File: config.mk
export PLATFORM = sky130hd
export DESIGN_NAME = demod_responder
export DESIGN_NICKNAME = d
export VERILOG_FILES = /design/src/rtl/demod_responder.sv
export SDC_FILE = /design/constraint.sdc
export NUM_CORES = 1
export LEC_CHECK = 0
export ABC_CLOCK_PERIOD_IN_PS = 4400
export CAP_MARGIN = 20
export CORE_MARGIN = 8
export CORE_UTILIZATION = 42
export DETAILED_ROUTE_END_ITERATION = 12
export PLACE_DENSITY_LB_ADDON = 0.12
export SYNTH_ARGS = -nofsm -noshare
export SYNTH_HDL_FRONTEND = slang
export SYNTH_SLANG_ARGS = --single-unit
File: constraint.sdc
create_clock -name Clk -period 4.4 [get_ports Clk]
set_clock_uncertainty 0.2 [all_clocks]
set_input_delay 0.44 -clock Clk [delete_from_list [all_inputs] [get_ports Clk]]
set_output_delay 0.44 -clock Clk [all_outputs]
set_load 0.02 [all_outputs]
File: src/rtl/demod_responder.sv
// Synchronous demodulator responder: discards SettleSamples valid ADC samples,
// then sums NumSamples samples multiplied by the +/-1 excitation reference and
// presents the signed sum with a level handshake on DemodEn/DemodReady.
//
// state  | meaning
// IDLE   | waiting for DemodEn; clears accumulator and counter on request
// SETTLE | discarding settling samples
// ACCUM  | accumulating reference-weighted samples
// DONE   | result valid, held until DemodEn drops
module demod_responder #(
  parameter int NumSamples    = 1024,
  parameter int SettleSamples = 16
) (
  input  logic        Clk,
  input  logic        Rst,
  input  logic        DemodEn,
  input  logic [13:0] ADCData,
  input  logic        ADCValid,
  input  logic        RefSign,
  output logic        DemodReady,
  output logic [31:0] DemodResult,
  output logic        Busy
);

  typedef enum logic [1:0] {IDLE, SETTLE, ACCUM, DONE} state_t;

  localparam logic [16:0] AccumLast  = 17'(NumSamples - 1);
  // SETTLE is never entered when SettleSamples is 0, so the value is unused then.
  localparam logic [16:0] SettleLast = (SettleSamples > 0) ? 17'(SettleSamples - 1) : 17'd0;

  state_t             state, state_next;
  logic [16:0]        count;
  logic signed [31:0] acc;
  logic signed [31:0] sample;
  logic signed [31:0] sum;
  logic               settle_done;
  logic               accum_done;

  // Sign-extend the sample and apply the reference; 32-bit negation keeps -8192 -> +8192.
  always_comb begin
    sample      = {{18{ADCData[13]}}, ADCData};
    sum         = RefSign ? (acc + sample) : (acc - sample);
    settle_done = ADCValid && (count == SettleLast);
    accum_done  = ADCValid && (count == AccumLast);
  end

  // State register.
  always_ff @(posedge Clk) begin
    if (Rst) state <= IDLE;
    else     state <= state_next;
  end

  // Next-state decode; dropping DemodEn aborts any active run.
  always_comb begin
    state_next = state;
    case (state)
      IDLE:    if (DemodEn) state_next = (SettleSamples > 0) ? SETTLE : ACCUM;
      SETTLE:  if (!DemodEn) state_next = IDLE;
               else if (settle_done) state_next = ACCUM;
      ACCUM:   if (!DemodEn) state_next = IDLE;
               else if (accum_done) state_next = DONE;
      DONE:    if (!DemodEn) state_next = IDLE;
      default: state_next = IDLE;
    endcase
  end

  assign Busy = (state == SETTLE) || (state == ACCUM);

  // Counter, accumulator and result/handshake registers.
  always_ff @(posedge Clk) begin
    if (Rst) begin
      count       <= '0;
      acc         <= '0;
      DemodResult <= '0;
      DemodReady  <= 1'b0;
    end else begin
      case (state)
        IDLE: begin
          if (DemodEn) begin
            count <= '0;
            acc   <= '0;
          end
        end
        SETTLE: begin
          if (DemodEn && ADCValid) count <= settle_done ? 17'd0 : count + 17'd1;
        end
        ACCUM: begin
          if (DemodEn && ADCValid) begin
            if (accum_done) begin
              DemodResult <= sum;
              DemodReady  <= 1'b1;
            end else begin
              acc   <= sum;
              count <= count + 17'd1;
            end
          end
        end
        DONE: begin
          if (!DemodEn) DemodReady <= 1'b0;
        end
        default: ;
      endcase
    end
  end

endmodule

==> impl_metrics.toml, run 1 <==
[sta]
fin_hold_ws_ns = 0.256
hold_viol = 0
tightest_slew_ns = 0.804
relSlewSlack_pct = 46.4
grt_setup_unrepaired = "no"
setup_viol = 0
fin_crit_sh_pct = 95.5
setup_ws_ns = 0.197
max_freq_ghz = 0.238
tns_ns = 0
min_period_ns = 4.20
finalMaxSlewViolations = 0

[clock_tree]
htree_num_levels = 3
clkLatencyLatePin_ns = 0.35
clk_pin_slew_ns = 0.07
hold_buffers = 0
cts_tree = "built"
clkSinkCount = 84
numCtsBuffers = 9
cts-root-buf = "clkbuf_16"
clk_path_buf_depth = 2

[worst_hold_path]
hold_end = "DemodResult[12]"
hold_path.class = "flip-flop to flip-flop"
holdPathStages = 2
min_from = "DemodResult[12]"

[pwr]
power_density_nw_per_um2 = 250
intPower_mw = 1.36
pwr-share-clk_pct = 41.9
ir_worst_vdd_mv = 0.188
finalPower_mw = 1.91
switchingPower_mw = 0.547
swShare_pct = 28.7
combPwrFrac_pct = 18.0
p_seq_share_pct = 40.1
p_leak_nw = 3.27

[placed_design]
pre_cts_ws_ns = -0.600
port_buffers = 52
hpwl_um = 13700
gp_congestion = 0.895
dp.cells = 1053
post_dp_cell_area_um2 = 7110

[yosys]
yosysWarnings = 0
async_flop_share_pct = 0
syn_nets = 826
ys_seq_area_share_pct = 29.2
ys_types = 57
synth-edff-count = 0
yosys_most_used_dff = "dfxtp_1"
synth-seq-cells = 84
synthCells = 759
syn_area_um2 = 5750
syn_avg_cell_area_um2 = 7.58

[routing]
drtIter0Drc = 361
routed_wl_um = 18400
ant_nets = 0
vias_per_cell = 5.59
vias = 5988
wl_per_cell_um = 17.2
route.detailed.drc = 0
drtPass1Iterations = 5

[floorplan]
die_y_um = 133
rows = 42
die_w_um = 133
fp.coreArea_um2 = 13300
io_pins = 53
die_area_um2 = 17700
start_util_pct = 43.3

[critical_path]
crit_path_start_kind = "input pin"
critPathSlowestCell = "or4b_4"
cp.required_ns = 4.42
cp_common_cell = "a21oi_2"
cp_slowest_stage_delay_ns = 0.51
regToRegEndpoint = "acc[16]"
worst_setup_path_end_kind = "flip-flop"
r2r-start = "count[0]"
r2r_slack_ns = 1.18
ff2ff_path_depth = 11
crit_fanout = 4
worstSetupPathType = "input pin to flip-flop"
critPathArrivalTime_ns = 4.23
cp_cell_sequence = "clkdlybuf4s50_1, nor4_2, nand2_2, or4_4, ha_4, a21oi_2, ha_1, a21oi_2, o21ai_1, or4b_4, nor3b_4, nor3_4, a211o_1, xnor2_1, o21ai_0"

[grt]
grt_use_total_pct = 21.0
grt_max_degree = 72
grt-ovfl-total = 0
grt_pass1_vias = 5991
antenna_found_initial = 0
grt_pass1_wl_um = 30600

[finish]
final_util_pct = 57.4
mostFrequentLayoutCells = "nand2_1, buf_4, dfxtp_1, a21oi_1, nor2_1"
layout-drive-gt1-share_pct = 18.5
n_fill_cell = 1273
nets = 957
diodes = 0
final_cells = 1071
final_area_um2 = 7630
area_delta_synth_final_pct = 32.5
final_common_cell = "nand2_1"

[flow_run]
max-cap-violations = 0

[outcome]
run_status = "finished clean"
-- cells by family after synthesis --
| kind of cell | after synthesis | synth area share, % |
|---|---|---|
| buffers and inverters | 57 | 3.91 |
| adder cells (fa/ha/maj) | 48 | 10.6 |
| XOR/XNOR | 40 | 6.09 |
| AND/OR/NAND/NOR | 307 | 25.6 |
| flip-flops | 84 | 29.2 |
| AO/OA/AOI/OAI | 219 | 23.9 |
| multiplexers | 4 | 0.718 |
-- critical path: cells and delay by family --
kind / cells / cell delay, ns
AO/OA/AOI/OAI: 5 / 0.75
AND/OR/NAND/NOR: 6 / 1.80
adder cells (fa/ha/maj): 2 / 0.65
XOR/XNOR: 1 / 0.15
buffers and inverters: 1 / 0.44
-- timing repair --
item | CTS | global route
setup buffers | 0 | 2
setup endpoints to repair | 11 | 23
pin swaps | 1 | 16
gates resized for setup | 8 | 39
-- cells in the mapped netlist, drive strengths merged, types with 6 or more instances --
library cell | number | share of area (%)
buf | 11 | 0.91
a22o | 7 | 1.1
xor2 | 17 | 2.6
nor4 | 11 | 1.3
a21bo | 6 | 1.0
nand2 | 110 | 7.2
nor2b | 6 | 0.65
nor3 | 22 | 1.9
a21oi | 83 | 7.2
clkbuf | 25 | 1.6
nor2 | 68 | 4.4
o21ai | 47 | 4.2
or4 | 7 | 0.91
and3 | 18 | 2.0
a21o | 12 | 1.6
xnor2 | 23 | 3.5
dfxtp | 84 | 29
inv | 21 | 1.4
a22oi | 16 | 2.1
a211oi | 7 | 1.0
nor3b | 7 | 0.91
ha | 47 | 10
nand4 | 7 | 0.76
nand3 | 24 | 2.2
nand3b | 7 | 0.91
-- routing by layer --
metal | share of wire (%) | global-route usage (%)
met3 | 3.2 | 3.97
met5 | 0 | 0
met1 | 47 | 26.1
met4 | 1.8 | 6.69
met2 | 48 | 35.7
-- state kept, by name, summed over array words and instances, names as in the netlist --
register	flops
DemodReady	1
DemodResult	32
count	17
state	2
acc	32
-- final cells by class --
class | count | area [µm²] | share of cell area [%]
Multi-Input combinational cell | 618 | 4030 | 52.8
Sequential cell | 84 | 1680 | 22.1
Inverter | 21 | 78.8 | 1.03
Clock buffer | 9 | 225 | 2.95
Tap cell | 176 | 220 | 2.89
Timing Repair Buffer | 156 | 1310 | 17.2
Clock inverter | 7 | 81.3 | 1.07
-- worst max-delay path by stage --
stage	start	endpoint	slack (ns)	depth (start not counted)
4_1_cts	ADCData[3]	acc[30]	0.008	18
2_1_floorplan	ADCData[3]	DemodResult[30]	0.14	16
3_3_place_gp	ADCData[3]	DemodResult[30]	-0.33	17
3_5_place_dp	ADCData[3]	DemodResult[30]	-0.60	17
5_1_grt	ADCData[10]	acc[30]	0.04	15
6_report	ADCData[10]	acc[30]	0.20	15
-- power by group through the flow --
| stage | clock, mW | sequential [mW] | combinational, mW |
|---|---|---|---|
| after floorplan | 0 | 0.781 | 0.190 |
| after global placement | 0 | 0.782 | 0.326 |
| after detailed placement | 0 | 0.782 | 0.330 |
| after CTS | 0.821 | 0.764 | 0.334 |
| after global routing | 0.843 | 0.764 | 0.377 |
| final | 0.799 | 0.764 | 0.344 |
Power figures use the tool's default switching activity.
==> inputs of run 2 (changes only) <==
--- a/config.mk
+++ b/config.mk
@@ -6,7 +6,7 @@
 export NUM_CORES = 1
 export LEC_CHECK = 0
 export ABC_CLOCK_PERIOD_IN_PS = 4400
-export CAP_MARGIN = 20
+export CAP_MARGIN = 40
 export CORE_MARGIN = 8
 export CORE_UTILIZATION = 42
 export DETAILED_ROUTE_END_ITERATION = 12
==> results of run 2 <==
Same layout as run 1: the final DEF is identical, and so are final timing and power.
==> RTL change, RTL diff (flow settings as in run 1) <==
Encoding of `state_t`: now one-hot (4 bits for 4 states).
--- a/src/rtl/demod_responder.sv
+++ b/src/rtl/demod_responder.sv
@@ -23,5 +23,5 @@
 );
 
-  typedef enum logic [1:0] {IDLE, SETTLE, ACCUM, DONE} state_t;
+  typedef enum logic [3:0] {IDLE = 4'b0001, SETTLE = 4'b0010, ACCUM = 4'b0100, DONE = 4'b1000} state_t;
 
   localparam logic [16:0] AccumLast  = 17'(NumSamples - 1);
Formal check against the unedited RTL: same outputs for any inputs over 10 cycles, from zero or initial values and one cycle with Rst high; not proved beyond that.
==> RTL change against run 1 <==
Worst setup slack got worse by 0.013 ns. Sequential cell count rose by 2. Die area fell by 1.5%. Non-clock buffer count fell by 25. Critical path depth rose by 1. First-iteration DRC count rose by 6.9%. Total power fell by 0.94%. Register-to-register slack improved by 0.35 ns. Synthesized cell count fell by 5.5%. Sequential power rose by 3.0%. Design area fell by 6.2%. Area after synthesis fell by 1.8%. Routed wire length fell by 12%.
==> RTL change: results (changes against run 1) <==
critical_path:
  r2r_slack_ns: 1.53  # +0.35 ns
  r2r-start: "acc[10]"
  cpPeakStageDelay_ns: 0.43  # -0.08 ns
  slowest_stage: "clkdlybuf4s50_1"
  critical-path-top-delay-family: "compound AO/OA/AOI/OAI gates"
  critPathArrivalTime_ns: 4.26  # +0.03 ns
  reg2reg_to: "acc[31]"
  r2r_cells: 10  # -1
  worst-path-max-fanout: 4  # unchanged
cts:
  postCtsHoldBufs: 0  # unchanged
  root_buffer: "clkbuf_16"
  clock_latency_ns: 0.36
  h-tree-depth: 3  # unchanged
  clk_pin_slew_ns: 0.07  # about the same
  cts_inserted_buffers: 9  # unchanged
  clk_path_buf_depth: 2  # unchanged
global_routing:
  antenna_found_initial: 0  # unchanged
  grt_usage_pct: 18.6  # -2.4 points
  grt_pass1_vias: 5443  # -9.1%
  grt_max_degree: 38  # -47%
  grt_pass1_wl_microns: 26800  # -13%
layout:
  drive_above_1_share_pct: 13.4  # -5.1 points
  finalNetCount: 886  # -7.4%
  finish.utilization_pct: 54.2  # -3.1 points
  diodes: 0  # unchanged
  top_regs: "DemodResult x32, acc x32, count x17"
  fill_cells: 1266  # -0.55%
route:
  vias: 5509  # -8.0%
  first_pass_iters: 6  # +1
  drt-initial-drc-count: 386  # +6.9%
  wirelength_microns: 16100  # -12%
  drc: 0  # unchanged
worst_hold_path:
  min_to: "DemodResult[20]"
  min_from: "DemodResult[20]"
  min_path_cells: 2  # unchanged
  holdCritPathClass: "flip-flop to flip-flop"
power_and_ir_drop:
  p_int_w: 0.00135  # -0.36%
  ir_drop_v: 0.000222  # +18%
  p_leak_nw: 2.89  # -12%
logic_synthesis:
  synth.yosys.seq_area_share_pct: 30.5  # +1.2 points
  ys_top_cells_by_area: "dfxtp_1 (30%), ha_1 (9.5%), nand2_1 (6.8%)"
  synth_nets: 780  # -5.6%
  async_flop_share_pct: 0  # unchanged
  synthTopCellsByCount: "nand2_1 (102), dfxtp_1 (86), a21oi_1 (72)"
  yosys_warnings: 0  # unchanged
  ys_types: 64  # +12%
  ys.flop_type: "dfxtp_1"
place:
  port_buffers: 52  # unchanged
  routabilityCongestion: 0.892  # -0.23%
  pre_cts_ws_ns: -0.222  # +0.378 ns
  post-dp-hpwl_microns: 12300  # -11%
  place_area_sq_um: 6830  # -4.0%
timing:
  worst_pin_slew_ns: 0.704  # -0.100 ns
  hold_ws_ns: 0.251  # -0.00419 ns
run_status:
  status: "complete, no violations"
==> RTL change: layer usage <==
layer / up-vias / track usage [%] / share of wire [%]
met5: - / 0 / 0
met4: 0 / 7.53 / 3.0
met3: 33 / 4.69 / 5.1
met2: 147 / 30.4 / 46
met1: 2550 / 23.0 / 45
li1: 2779 / - / -
==> RTL change: stage by stage <==
stage	std cells	TNS [ns]
floorplan	717	0
global placement	988	-2.33
detailed placement	988	-2.83
CTS	1004	0
global route	1004	0
finish	1004	0
==> RTL change: cells by family after synthesis <==
family          synth area share (%)
simple gates                    24.3
compound gates                  22.1
flops                           30.5
xor+xnor                        8.83
buf+inv                         4.07
fa+ha+maj                       9.87
mux                            0.376
==> RTL change: power groups by stage <==
stage               logic [W]  clock network, W  registers [W]
floorplan            0.000181                 0       0.000802
global placement     0.000283                 0       0.000805
detailed placement   0.000289                 0       0.000805
CTS                  0.000290          0.000826       0.000787
global route         0.000322          0.000854       0.000787
finish               0.000293          0.000810       0.000787
==> RTL change: worst max path at each step <==
stage / startpoint / endpoint / slack, ns / depth (start not counted)
after floorplan: ADCData[9] / DemodResult[26] / 0.45 / 14
after global placement: ADCData[5] / acc[30] / -0.22 / 16
after detailed placement: ADCData[5] / DemodResult[30] / -0.22 / 16
after CTS: ADCData[5] / DemodResult[30] / 0.12 / 16
after global routing: ADCData[9] / DemodResult[22] / 0.0008 / 15
final: ADCData[5] / acc[31] / 0.18 / 16
==> RTL change: worst register-to-register path: stages (launching register included) <==
cell	delay [ns]
dfxtp_1	0.33
ha_1	0.38
a211oi_2	0.25
o211ai_1	0.12
a32oi_1	0.27
buf_4	0.17
o211ai_2	0.10
a221o_1	0.38
a211oi_2	0.31
xor2_1	0.18
o21ai_1	0.07
==> RTL change: timing repair <==
item,CTS,global route
gates resized for setup,0,5
setup buffers,0,0
setup endpoints to repair,0,10
==> RTL change: final cells by class <==
class | count | share of cell area, %
sequential | 86 | 24.1
inverter | 21 | 1.10
timing repair buffer | 131 | 15.5
clock inverter | 6 | 1.07
multi-input combinational | 574 | 52.0
clock buffer | 10 | 3.20
tap | 176 | 3.08
